[src/rtl/pipe_pkg.sv]
// Shared types and helpers for the skid-buffered pipeline stage.
package pipe_pkg;

  typedef enum logic [1:0] {
    ST_EMPTY = 2'd0,
    ST_FULL  = 2'd1,
    ST_SKID  = 2'd2
  } pipe_state_e;

  localparam logic [31:0] RV_NOP = 32'h0000_0013;

  localparam int unsigned FIELD_MAX_W = 64;
  localparam int unsigned BUS_MAX_W   = 1024;

  // Field k of a packed bus whose fields are w bits wide (w up to FIELD_MAX_W).
  function automatic logic [FIELD_MAX_W-1:0] get_field(
    input logic [BUS_MAX_W-1:0] bus,
    input int unsigned          k,
    input int unsigned          w
  );
    logic [BUS_MAX_W-1:0]   sh;
    logic [FIELD_MAX_W-1:0] mask;
    sh = bus >> (k * w);
    if (w >= FIELD_MAX_W) mask = '1;
    else mask = ({{(FIELD_MAX_W-1){1'b0}}, 1'b1} << w) - {{(FIELD_MAX_W-1){1'b0}}, 1'b1};
    return sh[FIELD_MAX_W-1:0] & mask;
  endfunction

endpackage

[src/rtl/pipe_stage_skid_reg_if.sv]
// Valid/ready handshake bundle for both sides of one pipeline stage.
interface pipe_stage_skid_reg_if #(
  parameter int DATA_W     = 32,
  parameter int NUM_FIELDS = 5
) ();
  logic                         in_valid;
  logic                         in_ready;
  logic [NUM_FIELDS*DATA_W-1:0] in_data;
  logic [31:0]                  in_inst;
  logic                         out_valid;
  logic                         out_ready;
  logic [NUM_FIELDS*DATA_W-1:0] out_data;
  logic [31:0]                  out_inst;

  // The stage itself: consumes the upstream beat, produces the downstream beat.
  modport slave (
    input  in_valid, in_data, in_inst, out_ready,
    output in_ready, out_valid, out_data, out_inst
  );

  // Whatever surrounds the stage: producer upstream and consumer downstream.
  modport master (
    output in_valid, in_data, in_inst, out_ready,
    input  in_ready, out_valid, out_data, out_inst
  );
endinterface

[src/rtl/pipe_stage_slot.sv]
// One storage entry (data + instruction tag) of the pipeline stage.
// A flush re-tags the entry as a NOP but leaves the data bits untouched.
module pipe_stage_slot
  import pipe_pkg::*;
#(
  parameter int          W        = 160,
  parameter logic [31:0] NOP_INST = RV_NOP
) (
  input  logic         clk,
  input  logic         rst,
  input  logic         ld_i,
  input  logic         flush_i,
  input  logic [W-1:0] data_i,
  input  logic [31:0]  inst_i,
  output logic [W-1:0] data_o,
  output logic [31:0]  inst_o
);

  logic [W-1:0] data_q;
  logic [31:0]  inst_q;

  // Data payload: loads on enable, never cleared by flush.
  always_ff @(posedge clk or posedge rst) begin
    if (rst)       data_q <= '0;
    else if (ld_i && !flush_i) data_q <= data_i;
  end

  // Instruction tag: flush wins over load so a killed beat reads as a NOP.
  always_ff @(posedge clk or posedge rst) begin
    if (rst)          inst_q <= NOP_INST;
    else if (flush_i) inst_q <= NOP_INST;
    else if (ld_i)    inst_q <= inst_i;
  end

  assign data_o = data_q;
  assign inst_o = inst_q;

endmodule

[src/rtl/pipe_stage_skid_reg.sv]
// Parametrised pipeline register with valid/ready handshake, 2-entry skid
// buffer, global stall hold and synchronous flush.
// Optional build macro PIPE_STAGE_PERF_EN adds saturating stall/bubble counters.
//
// state    | meaning
// ST_EMPTY | no beat held, out_valid low
// ST_FULL  | main entry holds a beat
// ST_SKID  | main and skid entries both hold beats, upstream blocked
module pipe_stage_skid_reg
  import pipe_pkg::*;
#(
  parameter int          DATA_W     = 32,
  parameter int          NUM_FIELDS = 5,
  parameter logic [31:0] NOP_INST   = RV_NOP
) (
  input  logic                  clk,
  input  logic                  rst,
  input  logic                  stall,
  input  logic                  flush,
  pipe_stage_skid_reg_if.slave  bus
`ifdef PIPE_STAGE_PERF_EN
  ,
  output logic [31:0]           stall_cnt,
  output logic [31:0]           bubble_cnt
`endif
);

  localparam int BUS_W = NUM_FIELDS * DATA_W;

  pipe_state_e state_q, state_d;

  logic             in_ready;
  logic             out_valid;
  logic             acc, deq;
  logic             main_ld_d, skid_ld_d, main_from_skid_d;
  logic [BUS_W-1:0] main_data, skid_data, main_data_in;
  logic [31:0]      main_inst, skid_inst, main_inst_in;

  // in_ready comes straight from the state register and stall, never from out_ready.
  assign in_ready  = (state_q != ST_SKID) && !stall;
  assign out_valid = (state_q != ST_EMPTY);
  assign acc       = bus.in_valid && in_ready;
  assign deq       = out_valid && bus.out_ready && !stall;

  // State register.
  always_ff @(posedge clk or posedge rst) begin
    if (rst) state_q <= ST_EMPTY;
    else     state_q <= state_d;
  end

  // Next state and entry load enables; flush overrides everything, stall freezes.
  always_comb begin
    state_d          = state_q;
    main_ld_d        = 1'b0;
    skid_ld_d        = 1'b0;
    main_from_skid_d = 1'b0;
    if (flush) begin
      state_d = ST_EMPTY;
    end else if (!stall) begin
      unique case (state_q)
        ST_EMPTY: begin
          if (acc) begin
            state_d   = ST_FULL;
            main_ld_d = 1'b1;
          end
        end
        ST_FULL: begin
          if (acc && deq) begin
            main_ld_d = 1'b1;
          end else if (acc) begin
            state_d   = ST_SKID;
            skid_ld_d = 1'b1;
          end else if (deq) begin
            state_d = ST_EMPTY;
          end
        end
        ST_SKID: begin
          if (deq) begin
            state_d          = ST_FULL;
            main_ld_d        = 1'b1;
            main_from_skid_d = 1'b1;
          end
        end
        default: state_d = ST_EMPTY;
      endcase
    end
  end

  assign main_data_in = main_from_skid_d ? skid_data : bus.in_data;
  assign main_inst_in = main_from_skid_d ? skid_inst : bus.in_inst;

  pipe_stage_slot #(.W(BUS_W), .NOP_INST(NOP_INST)) u_main (
    .clk     (clk),
    .rst     (rst),
    .ld_i    (main_ld_d),
    .flush_i (flush),
    .data_i  (main_data_in),
    .inst_i  (main_inst_in),
    .data_o  (main_data),
    .inst_o  (main_inst)
  );

  pipe_stage_slot #(.W(BUS_W), .NOP_INST(NOP_INST)) u_skid (
    .clk     (clk),
    .rst     (rst),
    .ld_i    (skid_ld_d),
    .flush_i (flush),
    .data_i  (bus.in_data),
    .inst_i  (bus.in_inst),
    .data_o  (skid_data),
    .inst_o  (skid_inst)
  );

  assign bus.in_ready  = in_ready;
  assign bus.out_valid = out_valid;
  assign bus.out_data  = main_data;
  assign bus.out_inst  = main_inst;

`ifdef PIPE_STAGE_PERF_EN
  logic [31:0] stall_cnt_q, bubble_cnt_q;

  // Stall counter: one per stalled cycle, sticks at all-ones; only rst clears it.
  always_ff @(posedge clk or posedge rst) begin
    if (rst) stall_cnt_q <= '0;
    else if (stall && (stall_cnt_q != 32'hFFFF_FFFF)) stall_cnt_q <= stall_cnt_q + 32'd1;
  end

  // Bubble counter: downstream ready but nothing to give it, outside of stalls.
  always_ff @(posedge clk or posedge rst) begin
    if (rst) bubble_cnt_q <= '0;
    else if (bus.out_ready && !out_valid && !stall && (bubble_cnt_q != 32'hFFFF_FFFF))
      bubble_cnt_q <= bubble_cnt_q + 32'd1;
  end

  assign stall_cnt  = stall_cnt_q;
  assign bubble_cnt = bubble_cnt_q;
`endif

endmodule
[src/flat_wrapper.sv]
// flat-port wrapper written by rule: the top's interface ports become plain ports
module pipe_stage_skid_reg_flat import pipe_pkg::*;
#(
  parameter int          DATA_W     = 32,
  parameter int          NUM_FIELDS = 5,
  parameter logic [31:0] NOP_INST   = RV_NOP
)
  (clk, rst, stall, flush, bus_in_valid, bus_in_data, bus_in_inst, bus_out_ready, bus_in_ready, bus_out_valid, bus_out_data, bus_out_inst);
  pipe_stage_skid_reg_if #(.DATA_W(DATA_W), .NUM_FIELDS(NUM_FIELDS)) bus_i ();
  input  logic clk;
  input  logic rst;
  input  logic stall;
  input  logic flush;
  input wire logic [$bits(bus_i.in_valid)-1:0] bus_in_valid;
  input wire logic [$bits(bus_i.in_data)-1:0] bus_in_data;
  input wire logic [$bits(bus_i.in_inst)-1:0] bus_in_inst;
  input wire logic [$bits(bus_i.out_ready)-1:0] bus_out_ready;
  output wire logic [$bits(bus_i.in_ready)-1:0] bus_in_ready;
  output wire logic [$bits(bus_i.out_valid)-1:0] bus_out_valid;
  output wire logic [$bits(bus_i.out_data)-1:0] bus_out_data;
  output wire logic [$bits(bus_i.out_inst)-1:0] bus_out_inst;
  assign bus_i.in_valid = bus_in_valid;
  assign bus_i.in_data = bus_in_data;
  assign bus_i.in_inst = bus_in_inst;
  assign bus_i.out_ready = bus_out_ready;
  assign bus_in_ready = bus_i.in_ready;
  assign bus_out_valid = bus_i.out_valid;
  assign bus_out_data = bus_i.out_data;
  assign bus_out_inst = bus_i.out_inst;
  pipe_stage_skid_reg #(.DATA_W(DATA_W), .NUM_FIELDS(NUM_FIELDS), .NOP_INST(NOP_INST)) u_core (.clk(clk), .rst(rst), .stall(stall), .flush(flush), .bus(bus_i));
endmodule
[config.mk]
export PLATFORM = sky130hd
export DESIGN_NAME = pipe_stage_skid_reg_flat
export DESIGN_NICKNAME = d
export VERILOG_FILES = /design/src/rtl/pipe_pkg.sv /design/src/rtl/pipe_stage_skid_reg_if.sv /design/src/rtl/pipe_stage_slot.sv /design/src/rtl/pipe_stage_skid_reg.sv /design/src/flat_wrapper.sv
export SDC_FILE = /design/constraint.sdc
export NUM_CORES = 1
export LEC_CHECK = 0
export CAP_MARGIN = 20
export CORE_MARGIN = 2
export CORE_UTILIZATION = 55
export CTS_BUF_LIST = sky130_fd_sc_hd__clkbuf_4
export DETAILED_ROUTE_END_ITERATION = 16
export MAX_ROUTING_LAYER = met4
export PLACE_DENSITY_LB_ADDON = 0.2
export SYNTH_ARGS = -nofsm -noshare
export SYNTH_HDL_FRONTEND = slang
export SYNTH_SLANG_ARGS = --single-unit
[constraint.sdc]
create_clock -name clk -period 31.6 [get_ports clk]
set_clock_uncertainty 0.05 [all_clocks]
set_input_delay 4.74 -clock clk [delete_from_list [all_inputs] [get_ports clk]]
set_output_delay 4.74 -clock clk [all_outputs]
set_load 0.005 [all_outputs]
# ---- After elaboration in Yosys (flattened, before gate mapping)
# Index checks and enable logic that the tools add are counted.
dict set report totals {
  output_inout_bits 194
  word_cells 54
  ff_bits 386
}
dict set report classes {
  n_mux 27
  eq_ne 8
  n_reduce_logical 14
}
# operator n
set op_table {}
lappend op_table {{$mux W160} 1}
lappend op_table {{$mux W32} 5}
lappend op_table {{$mux W2} 7}
lappend op_table {{$mux W1} 12}
lappend op_table {{$logic_and A1 B1 Y1} 7}
lappend op_table {{$ne A3 B2 Y1 const B} 2}
lappend op_table {{$pmux W2 S3} 1}
lappend op_table {{$reduce_bool A2 Y1} 3}
lappend op_table {{$reduce_and A5 Y1} 1}
lappend op_table {{$ne A4 B2 Y1 const B} 1}
lappend op_table {{$ne A3 B3 Y1 const B} 1}
lappend op_table {{$pmux W1 S3} 1}
lappend op_table {{$eq A2 B1 Y1 const B} 1}
lappend op_table {{$eq A2 B2 Y1 const B} 1}
lappend op_table {{$logic_not A1 Y1} 2}
lappend op_table {{$logic_not A2 Y1} 1}
lappend op_table {{$ne A2 B1 Y1 const B} 1}
lappend op_table {{$ne A2 B2 Y1 const B} 1}

# ---- Longest topological paths before layout
# Gate-level depths: netlist of run 1.
dict set report depth {
  depth_word 10
  mapped_depth 8
}

# ---- Hierarchy
# A second synthesis of run 1 with hierarchy kept.
dict set report hier_totals {
  hier_cells 1124
  area_unflattened_um2 18559.0
}
# mod n_inst seq_area_each_um2 cells_per_inst area_each_um2
set by_module_without_submodules {}
lappend by_module_without_submodules {pipe_stage_slot 2 4808.4 444 7651.1}
lappend by_module_without_submodules {pipe_stage_skid_reg 1 50.0 236 3256.9}

# ---- Least setup slack after synthesis of run 1
# Ideal clock, no wire load.
dict set report synth_timing {
  path_kind {input -> output}
  startpoint {input stall}
  endpoint {output bus_in_ready}
  path_stages 2
  n_path_buf 1
  arrival_time_ps 5017
  t_required_ps 26810
  setup_slack_ps 21793
  cell_sequence {buf_2 > nor2_1}
}
dict set report synth_via {
  elab_chain_len 2
}
# element line
set synth_rtl {}
lappend synth_rtl {{start: declaration} flat_wrapper.sv:12} ;# input logic stall;
lappend synth_rtl {{$logic_not A1 Y1} pipe_stage_skid_reg.sv:40} ;# assign in_ready = (state_q != ST_SKID) && !stall;
lappend synth_rtl {{$logic_and A1 B1 Y1} pipe_stage_skid_reg.sv:40}
lappend synth_rtl {{end: declaration} flat_wrapper.sv:18} ;# output wire logic [$bits(bus_i.in_ready)-1:0] bus_in_ready;
# Every way passes these cells.

# ---- Final worst setup path of run 1
# Ends and elaborated chain as after synthesis.

==> results of run 1 <==
-- layout by cell type (no fill, tap or decap), drive strengths merged --
| master | count |
|---|---|
| or2 | 1 |
| clkinv | 30 |
| o22a | 3 |
| o22ai | 162 |
| nand2b | 2 |
| nor2b | 1 |
| a22oi | 1 |
| a2bb2oi | 2 |
| a222oi | 29 |
| mux2 | 161 |
| nor2 | 4 |
| nand2 | 1 |
| o21a | 1 |
| nor3 | 2 |
| clkbuf | 141 |
| o21ai | 1 |
| clkinvlp | 3 |
| a311oi | 1 |
| dfrtp | 380 |
| buf | 12 |
| a22o | 29 |
| diode | 11 |
| clkdlybuf4s50 | 391 |
| dfstp | 6 |
| and2b | 2 |
| a31oi | 2 |
| a21oi | 162 |
| nand3 | 3 |
| inv | 195 |
| o21bai | 1 |
| and3 | 2 |
| and4bb | 1 |
-- cells by family (layout without fill, tap and decap cells) --
| logic type | Yosys count | count (layout) | share of synthesized area [%] |
|---|---|---|---|
| compound gates | 394 | 394 | 16.8 |
| other cells | 0 | 11 | 0 |
| flops | 386 | 386 | 61.0 |
| buf+inv | 282 | 772 | 8.31 |
| simple gates | 19 | 19 | 0.892 |
| mux | 161 | 161 | 13.0 |
-- flip-flops by register name (all words and copies together) (netlist names) --
name / cells
u_core.state_q: 2
u_core.u_main.data_o: 160
u_core.u_main.inst_o: 32
u_core.u_skid.data_o: 160
u_core.u_skid.inst_o: 32
-- cell type report --
cell class,count,share of cell area [%]
inverter,194,3.49
clock inverter,34,0.665
antenna,11,0.131
clock buffer,141,5.02
sequential,386,45.9
tap,384,2.28
multi-input combinational,574,23.4
timing repair buffer,403,19.1
-- per-layer routing --
layer / global-route usage, % / share of wire [%] / vias to the layer above / routed length [um]
li1: - / - / 5315 / -
met4: 11.9 / 3.3 / 0 / 1370
met1: 34.8 / 41 / 5802 / 16700
met3: 10.5 / 9.4 / 98 / 3880
met5: - / 0 / - / 0
met2: 40.7 / 46 / 471 / 19100
-- how the worst min path moves through the flow --
stage                            startpoint                       to  slack (ns)
floorplan           u_core.u_main.inst_o[1]  u_core.u_main.inst_o[1]        0.40
global placement    u_core.u_main.inst_o[4]  u_core.u_main.inst_o[4]        0.40
detailed placement  u_core.u_main.inst_o[1]  u_core.u_main.inst_o[1]        0.40
CTS                 u_core.u_main.inst_o[1]  u_core.u_main.inst_o[1]        0.41
global route        u_core.u_main.inst_o[1]  u_core.u_main.inst_o[1]        0.43
finish              u_core.u_main.inst_o[4]  u_core.u_main.inst_o[4]        0.41
-- report_power, final --
part           internal (uW)  leakage (uW)  switching [uW]
registers                570       0.00472            41.1
logic                    148       0.00495            90.5
clock network            205      0.000703             202
total                    923        0.0104             334
-- cell usage after synthesis (all sizes together) --
master | instances | area, sq um
buf | 71 | 526
o22a | 3 | 26.3
a22o | 29 | 254
a21oi | 162 | 998
or2 | 1 | 6.26
a2bb2oi | 2 | 17.5
nor2 | 4 | 22.5
clkbuf | 17 | 63.8
dfstp | 6 | 158
nor3 | 2 | 10.0
mux2 | 161 | 2060
nand2 | 1 | 3.75
o21bai | 1 | 7.51
a31oi | 2 | 12.5
nand3 | 3 | 25.0
and4bb | 1 | 12.5
o21a | 1 | 7.51
o21ai | 1 | 5.00
o22ai | 162 | 1010
nor2b | 1 | 6.26
a311oi | 1 | 15.0
a22oi | 1 | 12.5
and3 | 2 | 22.5
and2b | 2 | 17.5
nand2b | 2 | 15.0
inv | 194 | 728
a222oi | 29 | 290
dfrtp | 380 | 9510
-- through the flow --
stage	hold WS, ns	cells	area (sq um)	power, uW	setup WS [ns]
after floorplan	0.399	1242	15900	715	16.09
after global placement	0.398	1940	19800	846	20.72
after detailed placement	0.401	1940	19800	857	20.74
after CTS	0.411	2115	21000	1270	20.74
after global routing	0.434	2127	21100	1320	20.65
final	0.411	2127	21100	1260	20.71
-- worst register-to-register path, delay by kind of cell (launching register included) --
| family | cells | cell delay (ns) |
|---|---|---|
| AO/OA/AOI/OAI | 2 | 0.42 |
| buffers and inverters | 1 | 0.83 |
| flip-flops | 1 | 0.43 |
| AND/OR/NAND/NOR | 2 | 1.74 |
==> results.cfg, run 1 <==
[timing]
min_period_ns = 10.89
setup_viol = 0
hold_viol_final = 0
setup_tns_ns = 0
slew_viol_final = 0
finalCritPeriodShare_pct = 34.4
relSlewSlack_pct = 29.4
rsz0062_at_grt = no
max_freq_mhz = 91.9
tightestPinTransition_ns = 1.06

[power]
vdd_drop_max_mv = 0.0362
powerDensity_mw_per_mm2 = 59.6
p_leak_uw = 0.0104

[die]
core-area_sq_mm = 0.0285
pin_count = 392
die_w_um = 174
die_h_um = 174
dieArea_sq_mm = 0.0302
initial_utilization_pct = 55.5
num_rows = 62

[global_route]
grt_pass1_vias = 12300
grt_max_degree = 180
grt_remaining_overflow = 0
grt_pass1_wl_mm = 65.0
antenna_found_initial = 11
grt_use_total_pct = 27.8

[clock_network]
htree_num_levels = 3
insertion_delay_ns = 0.72
cts_sinks = 386
max-clock-path-buffers = 3
cts_tree = built
hold_buffers = 0
root_buffer = clkbuf_4
postCtsSetupBuffers = 0
post_cts_resized = 0
numCtsBuffers = 99
path_clk_slew_ns = 0.07

[synth]
ys_types = 38
synth-seq-cells = 386
ys_warn_count = 0
avgSynthCellArea_sq_um = 12.8
synth_nets = 1440
yosysSeqAreaShare_pct = 61.0
netlist_area_sq_mm = 0.0159
synthCells = 1242

[drt]
vias = 11700
final_antenna_net_count = 0
via_per_inst = 5.49
drt_wl_total_mm = 41.1
drt_iter0_drc = 988
avgRoutedWirePerCell_um = 19.3
drc = 0
firstDrtPassIters = 8

[worst_setup_path]
required_ns = 26.81
crit_path_max_incr_delay_ns = 0.58
crit_top_cell = clkdlybuf4s50_1
crit_path_max_fanout = 9
crit_path_start_kind = primary input
crit_type = in -> out
crit_buf_inv = 2
critPathArrivalTime_ns = 6.10
slowest_stage = clkdlybuf4s50_1
r2r_cells = 5
reg2reg_to = u_core.u_main.data_o[46]
r2r_start = u_core.state_q[1]
critical_path.cell_chain = clkdlybuf4s50_1 > nor2_1 > clkdlybuf4s50_1
crit_path_end_kind = output port
crit_path_end = bus_in_ready
r2r_slack_ns = 27.97
cp.depth = 3
worstSetupStartpoint = stall
cp_top_family = buffers and inverters

[placement]
dp_hpwl_mm = 25.4
gp_congestion = 0.822
io_buffers = 391

[hold_path]
hold_path.class = reg -> reg
min_path_cells = 2

[cells_and_area]
area_growth_pct = 33.0
nNetsFinal = 1856
drive_above_1_share_pct = 22.5
fin_util_pct = 73.8
multi_input_area_sq_mm = 0.00493
fill_cells = 1950
regArea_sq_mm = 0.00967

[job]
drv_cap = 0

[run_status]
status = completed
Note: power is estimated with default switching activity, not from simulation.
==> run 2, diff against run 1 <==
--- a/config.mk
+++ b/config.mk
@@ -7,7 +7,7 @@
 export LEC_CHECK = 0
 export CAP_MARGIN = 20
 export CORE_MARGIN = 2
-export CORE_UTILIZATION = 55
+export CORE_UTILIZATION = 51
 export CTS_BUF_LIST = sky130_fd_sc_hd__clkbuf_4
 export DETAILED_ROUTE_END_ITERATION = 16
 export MAX_ROUTING_LAYER = met4
==> constraint.sdc (replaced) <==
create_clock -name clk -period 10.8 [get_ports clk]
set_clock_uncertainty 0.05 [all_clocks]
set_input_delay 1.62 -clock clk [delete_from_list [all_inputs] [get_ports clk]]
set_output_delay 1.62 -clock clk [all_outputs]
set_load 0.005 [all_outputs]
==> run 2 against run 1 <==
Power grew to 3.0 times the previous value. Routed wire length fell by 1.7%. Sequential power increased to 2.9 times the previous value. Critical path type unchanged. Die area increased by 7.7%. Global-route usage shrank 2.6 points. Final cell count is 0.24% higher. Largest power group unchanged. Combinational power rose to 2.9 times the previous value. Critical endpoint unchanged. Highest routed layer unchanged. Via count shrank 2.3%.
==> results.cfg, run 2 (synthesized netlist as in run 1, its figures left out) <==
[placement]
dp_hpwl_mm = 24.9
gp_congestion = 0.788
post-place-cells = 1954
io_buffers = 391

[cells_and_area]
final_common_cell = clkdlybuf4s50_1
regArea_sq_mm = 0.00967
nNetsFinal = 1860
layout_common_cells = 391 x clkdlybuf4s50_1, 380 x dfrtp_1, 193 x inv_1
drive_above_1_share_pct = 23.6
multi_input_area_sq_mm = 0.00493
finalNonFillerCells = 2132
area_growth_pct = 33.4
fill_cells = 2237

[worst_setup_path]
slowest_stage = clkdlybuf4s50_1
crit_path_end_kind = output port
crit_top_cell = clkdlybuf4s50_1
cp_top_family = buffers and inverters
crit_path_start_kind = primary input
crit_path_max_incr_delay_ns = 0.61
critPathArrivalTime_ns = 2.97
required_ns = 9.13
crit_path_max_fanout = 9
crit_buf_inv = 2
crit_type = in -> out
critical_path.cell_chain = clkdlybuf4s50_1 > nor2_1 > clkdlybuf4s50_1

[die]
initial_utilization_pct = 51.8
die_h_um = 180
pin_count = 392
num_rows = 64
die_w_um = 180
core-area_sq_mm = 0.0306
dieArea_sq_mm = 0.0325

[global_route]
grt_pass1_wl_mm = 64.0
grt_use_total_pct = 25.2
antenna_found_initial = 6
grt_max_degree = 177
grt_pass1_vias = 12100
grt_remaining_overflow = 0

[clock_network]
numCtsBuffers = 101
htree_num_levels = 3
path_clk_slew_ns = 0.06
cts_sinks = 386
root_buffer = clkbuf_4
postCtsSetupBuffers = 0
hold_buffers = 0
cts_tree = built
post_cts_resized = 0
max-clock-path-buffers = 3
insertion_delay_ns = 0.69

[power]
powerDensity_mw_per_mm2 = 176
vdd_drop_max_mv = 0.115
p_leak_uw = 0.0104

[timing]
tightestPinTransition_ns = 1.13
finalCritPeriodShare_pct = 42.9
hold_viol_final = 0
max_freq_mhz = 216
setup_tns_ns = 0
setup_viol = 0
rsz0062_at_grt = no
min_period_ns = 4.64
slew_viol_final = 0
relSlewSlack_pct = 24.9

[job]
drv_cap = 0

[drt]
vias = 11400
drt_iter0_drc = 673
final_antenna_net_count = 0
via_per_inst = 5.35
avgRoutedWirePerCell_um = 18.9
drc = 0
drt_wl_total_mm = 40.4
firstDrtPassIters = 6

[hold_path]
hold_path.class = reg -> reg

[run_status]
status = completed
run 2: changes by cell type in the layout (fill, tap and decap cells not counted):
cell      delta
buf_4        +2
clkinv_4     +2
clkinv_1    -20
inv_8        -1
clkbuf_4    +16
diode_2      -5
inv_2        -1
run 2: worst paths after layout:
| kind | from | end | slack (ns) | cells after the start |
|---|---|---|---|---|
| max in group asynchronous | rst | u_core.u_main.data_o[152] | 7.60 | 4 |
| min in group asynchronous | rst | u_core.u_main.data_o[3] | 1.52 | 3 |
| min reg2reg | u_core.u_main.inst_o[4] | u_core.u_main.inst_o[4] | 0.41 | 2 |
| min | u_core.u_main.inst_o[4] | u_core.u_main.inst_o[4] | 0.41 | 2 |
| max reg2reg | u_core.state_q[1] | u_core.u_skid.data_o[4] | 7.19 | 4 |
| max | stall | bus_in_ready | 6.16 | 3 |
run 2: per-layer routing:
layer,vias up,wire [um],track usage (%)
li1,5294,-,-
met1,5610,17100,32.3
met2,430,18700,37.3
met3,78,3370,8.16
met4,0,1210,9.90
met5,-,0,-
run 2: area by class of cell:
| type | instances | area share (%) |
|---|---|---|
| sequential | 386 | 45.7 |
| multi-input combinational | 574 | 23.3 |
| timing repair buffer | 405 | 19.2 |
| clock buffer | 157 | 5.57 |
| inverter | 194 | 3.46 |
| tap | 396 | 2.34 |
| clock inverter | 14 | 0.337 |
| antenna | 6 | 0.0710 |
run 2: power by group:
group / switching [uW] / internal (uW) / total [uW]
registers: 121 / 1670 / 1790
logic: 259 / 433 / 692
clock network: 582 / 655 / 1240
run 2: metrics by stage:
step / total power [uW] / utilization [%] / hold slack, ns / setup slack (ns) / cell area [sq um]
final: 3720 / 69.1 / 0.413 / 6.16 / 21100
after global routing: 3920 / 69.1 / 0.438 / 6.05 / 21100
after CTS: 3760 / 69.0 / 0.417 / 6.18 / 21100
after detailed placement: 2510 / 64.9 / 0.407 / 5.54 / 19900
after global placement: 2480 / 64.9 / 0.398 / 5.57 / 19900
after floorplan: 2090 / - / 0.399 / 3.94 / 15900
run 2: worst register-to-register path, cell delays in order, from the launching register on:
cell and delay [ns]:
dfrtp_1 0.43, nor2b_1 0.76, nand3_4 0.94, buf_4 0.81, mux2_4 0.47
==> RTL change 1 (flow settings as in run 2) <==
The 3 states of `pipe_state_e` get a one-hot encoding in 3 bits.
--- a/src/rtl/pipe_pkg.sv
+++ b/src/rtl/pipe_pkg.sv
@@ -3,6 +3,6 @@
 
-  typedef enum logic [1:0] {
-    ST_EMPTY = 2'd0,
-    ST_FULL  = 2'd1,
-    ST_SKID  = 2'd2
+  typedef enum logic [2:0] {
+    ST_EMPTY = 3'b001,
+    ST_FULL  = 3'b010,
+    ST_SKID  = 3'b100
   } pipe_state_e;
Function: same outputs for any inputs over 4 cycles, from zero or initial values and one cycle with rst high; so few cycles prove little.
==> RTL change 1 against run 2 <==
  * Final area is 6.4% higher
  * Worst setup slack worse by 0.092 ns
  * Total power is 2.9% higher
  * Sequential cell count is 1 higher
  * Synthesized area is 7.0% higher
  * Routed wire length hardly changed
  * Global-route usage is 0.85 points lower
  * Largest cell class unchanged
  * Hold slack better by 0.028 ns
==> RTL change 1: results <==
[global_routing]
grt_pass1_vias = 12313
antenna_found_initial = 8
grt_pass1_wl_um = 65700
grt_max_degree = 81
grt_usage_pct = 24.3

[routing]
first_iter_violations = 484
drt-pass1-iter-count = 4
avgRoutedWirePerCell_um = 18.9
viasPerCell = 5.31

[setup_path]
slowest_delay_ns = 0.67
r2r-start = u_core.state_q[2]
arrival_ns = 3.06
crit_fanout = 13
rrSetupSlack_ns = 7.44

[yosys]
synth_nets = 1379
synth_common_cells = 479 x mux2_2, 380 x dfrtp_1, 65 x nand2_1
synth_xor_area_share_pct = 0.0516
netlist_top_cells_area = dfrtp_1 56%, mux2_2 32%, mux2i_1 1.9%
synth_compound_area_share_pct = 3.00
synthAdderAreaFrac_pct = 0
ys_seq_area_share_pct = 57.1
synth_mux_area_share_pct = 33.8

[placed_design]
post-place-ws_ns = 5.56
globalplace.congestion = 0.770
hpwl_um = 25800
placedInstanceArea_um2 = 21100

[layout]
nets = 1815
layout-drive-gt1-share_pct = 40.6
num-fill-cells = 2407

[clock_tree]
cts_setup_buffers = 0
cts_buffers = 103
insertion_delay_ns = 0.77
htree_levels = 3

[outcome]
status = finished, final reports clean

[power_and_ir_drop]
p_int_mw = 2.87
leakage_nw = 10.1
peakVddDrop_v = 0.000119
comb-power_mw = 0.797
power_density_nw_per_um2 = 170

[timing]
max_slew.worst_pin.slew_ns = 1.10
clock.fmax_mhz = 211

[min_path]
hold_start = u_core.u_skid.inst_o[1]
[RTL change 1: cell count changes after synthesis, sizes merged, moves of 32 or more]
cell / run 2 / this run
inv: 194 / 2
mux2: 161 / 480
nand2: 1 / 65
o22ai: 162 / 0
mux2i: 0 / 33
nor2: 4 / 36
a21oi: 162 / 35
[RTL change 1: layout make-up]
type	instances	share of cell area, %
Antenna cell	8	0.0890
Clock buffer	160	5.34
Clock inverter	19	0.317
Inverter	2	0.0501
Multi-Input combinational cell	710	30.3
Sequential cell	387	43.1
Tap cell	442	2.46
Timing Repair Buffer	413	18.3
[RTL change 1: routing by layer]
metal  vias to the layer above  global-route usage (%)  routed length (um)
met5                         -                       -                   0
li1                       5176                       -                   -
met2                       363                    36.8               19000
met1                      5753                    29.0               16600
met3                        72                    8.99                3530
met4                         0                    11.3                1260
[RTL change 1: path summary, 6_finish.rpt]
| check | to | depth (start not counted) |
|---|---|---|
| min reg2reg | u_core.u_skid.inst_o[1] | 2 |
| min in group asynchronous | u_core.u_skid.inst_o[27] | 2 |
| max | bus_in_ready | 3 |
| min | u_core.u_skid.inst_o[1] | 2 |
| max reg2reg | u_core.u_skid.data_o[122] | 5 |
| max in group asynchronous | u_core.u_main.data_o[23] | 6 |
[RTL change 1: metrics by stage]
stage	cells	hold slack, ns	util (%)
CTS	2130	0.440	68.7
floorplan	1181	0.414	-
global placement	1951	0.431	64.8
finish	2141	0.441	69.0
global route	2141	0.465	69.0
detailed placement	1951	0.429	64.8
[RTL change 1: logic make-up (layout without fill, tap and decap cells)]
group,count (synthesis),count (layout)
DFF,387,387
muxes,513,513
buffers and inverters,84,594
and+or+nand+nor,122,122
AOI/OAI and AO/OA,74,74
xor gates and xnor gates,1,1
other,0,8
==> RTL change 2 (config.mk and constraints of run 2) <==
Made on the original files. `DATA_W` is set to 32 in 3 places; all go to 64.
--- a/src/rtl/pipe_stage_skid_reg_if.sv
+++ b/src/rtl/pipe_stage_skid_reg_if.sv
@@ -2,3 +2,3 @@
 interface pipe_stage_skid_reg_if #(
-  parameter int DATA_W     = 32,
+  parameter int DATA_W     = 64,
   parameter int NUM_FIELDS = 5
--- a/src/rtl/pipe_stage_skid_reg.sv
+++ b/src/rtl/pipe_stage_skid_reg.sv
@@ -11,3 +11,3 @@
 #(
-  parameter int          DATA_W     = 32,
+  parameter int          DATA_W     = 64,
   parameter int          NUM_FIELDS = 5,
--- a/src/flat_wrapper.sv
+++ b/src/flat_wrapper.sv
@@ -3,3 +3,3 @@
 #(
-  parameter int          DATA_W     = 32,
+  parameter int          DATA_W     = 64,
   parameter int          NUM_FIELDS = 5,
Interface: changed (resized bus_in_data and bus_out_data); port bits go from 392 to 712. The function was not compared with the original's and may differ.
==> RTL change 2 against run 2 <==
  * Final area grew 79%
  * Non-clock buffer count grew 333
  * Final cell count grew 83%
  * Total power grew 86%
  * Die area grew 73%
  * Routed wire length grew 110%
  * Sequential power grew 86%
  * Sequential cell count grew 320
  * Synthesized cell count grew 83%
  * Synthesized area grew 75%
  * Worst setup slack lost 0.22 ns
==> RTL change 2: results <==
[outcome]
status = finished, final reports clean

[timing]
clock.fmax_mhz = 206

[global_routing]
grt_max_degree = 174
antenna_found_initial = 30
grt_usage_pct = 30.9

[yosys]
ys_types = 33
synth_common_cells = 700 x dfrtp_1, 354 x inv_1, 322 x a21oi_1, 322 x o22ai_1, 267 x mux2_1
postSynthCellCount = 2273
netlist_top_cells_area = dfrtp_1 63%, mux2_1 11%, o22ai_1 7.3%

[layout]
num-multi-input-gates = 1054
multi_input_area_share_pct = 21.3
num-fill-cells = 3826
inverters = 354
nNonClkBuffers = 738

[placed_design]
placedInstanceArea_um2 = 35300
post-place-ws_ns = 5.04
globalplace.congestion = 0.873

[routing]
first_iter_violations = 1546
num_vias = 21592
avgRoutedWirePerCell_um = 21.9

[clock_tree]
cts_buffers = 178

[setup_path]
arrival_ns = 5.61
cp-startpoint = bus_out_ready
worst-setup-path-type = input port to flip-flop
rrSetupSlack_ns = 6.80
r2r-start = u_core.state_q[0]
==> RTL change 2: changes by cell type after synthesis, moves of 40 or more <==
cell | before | now
mux2_1 | 0 | 267
a21oi_2 | 50 | 0
inv_1 | 194 | 354
mux2_2 | 94 | 54
buf_2 | 33 | 116
mux2_4 | 67 | 0
o22ai_1 | 162 | 322
a21oi_1 | 112 | 322
dfrtp_1 | 380 | 700
==> RTL change 2: per-layer routing <==
layer	wire length [um]	global-route usage, %	vias to the layer above
li1	-	-	9680
met1	31800	35.0	10866
met2	41700	48.3	855
met3	8030	12.1	191
met4	3520	14.9	0
met5	0	-	-
==> RTL change 2: where the power goes <==
group	internal, mW	switching [mW]	total, mW	leakage [nW]
logic	0.735	0.522	1.26	8.63
clock network	1.22	1.10	2.31	1.37
registers	3.08	0.244	3.33	8.56
total	5.03	1.86	6.90	18.6
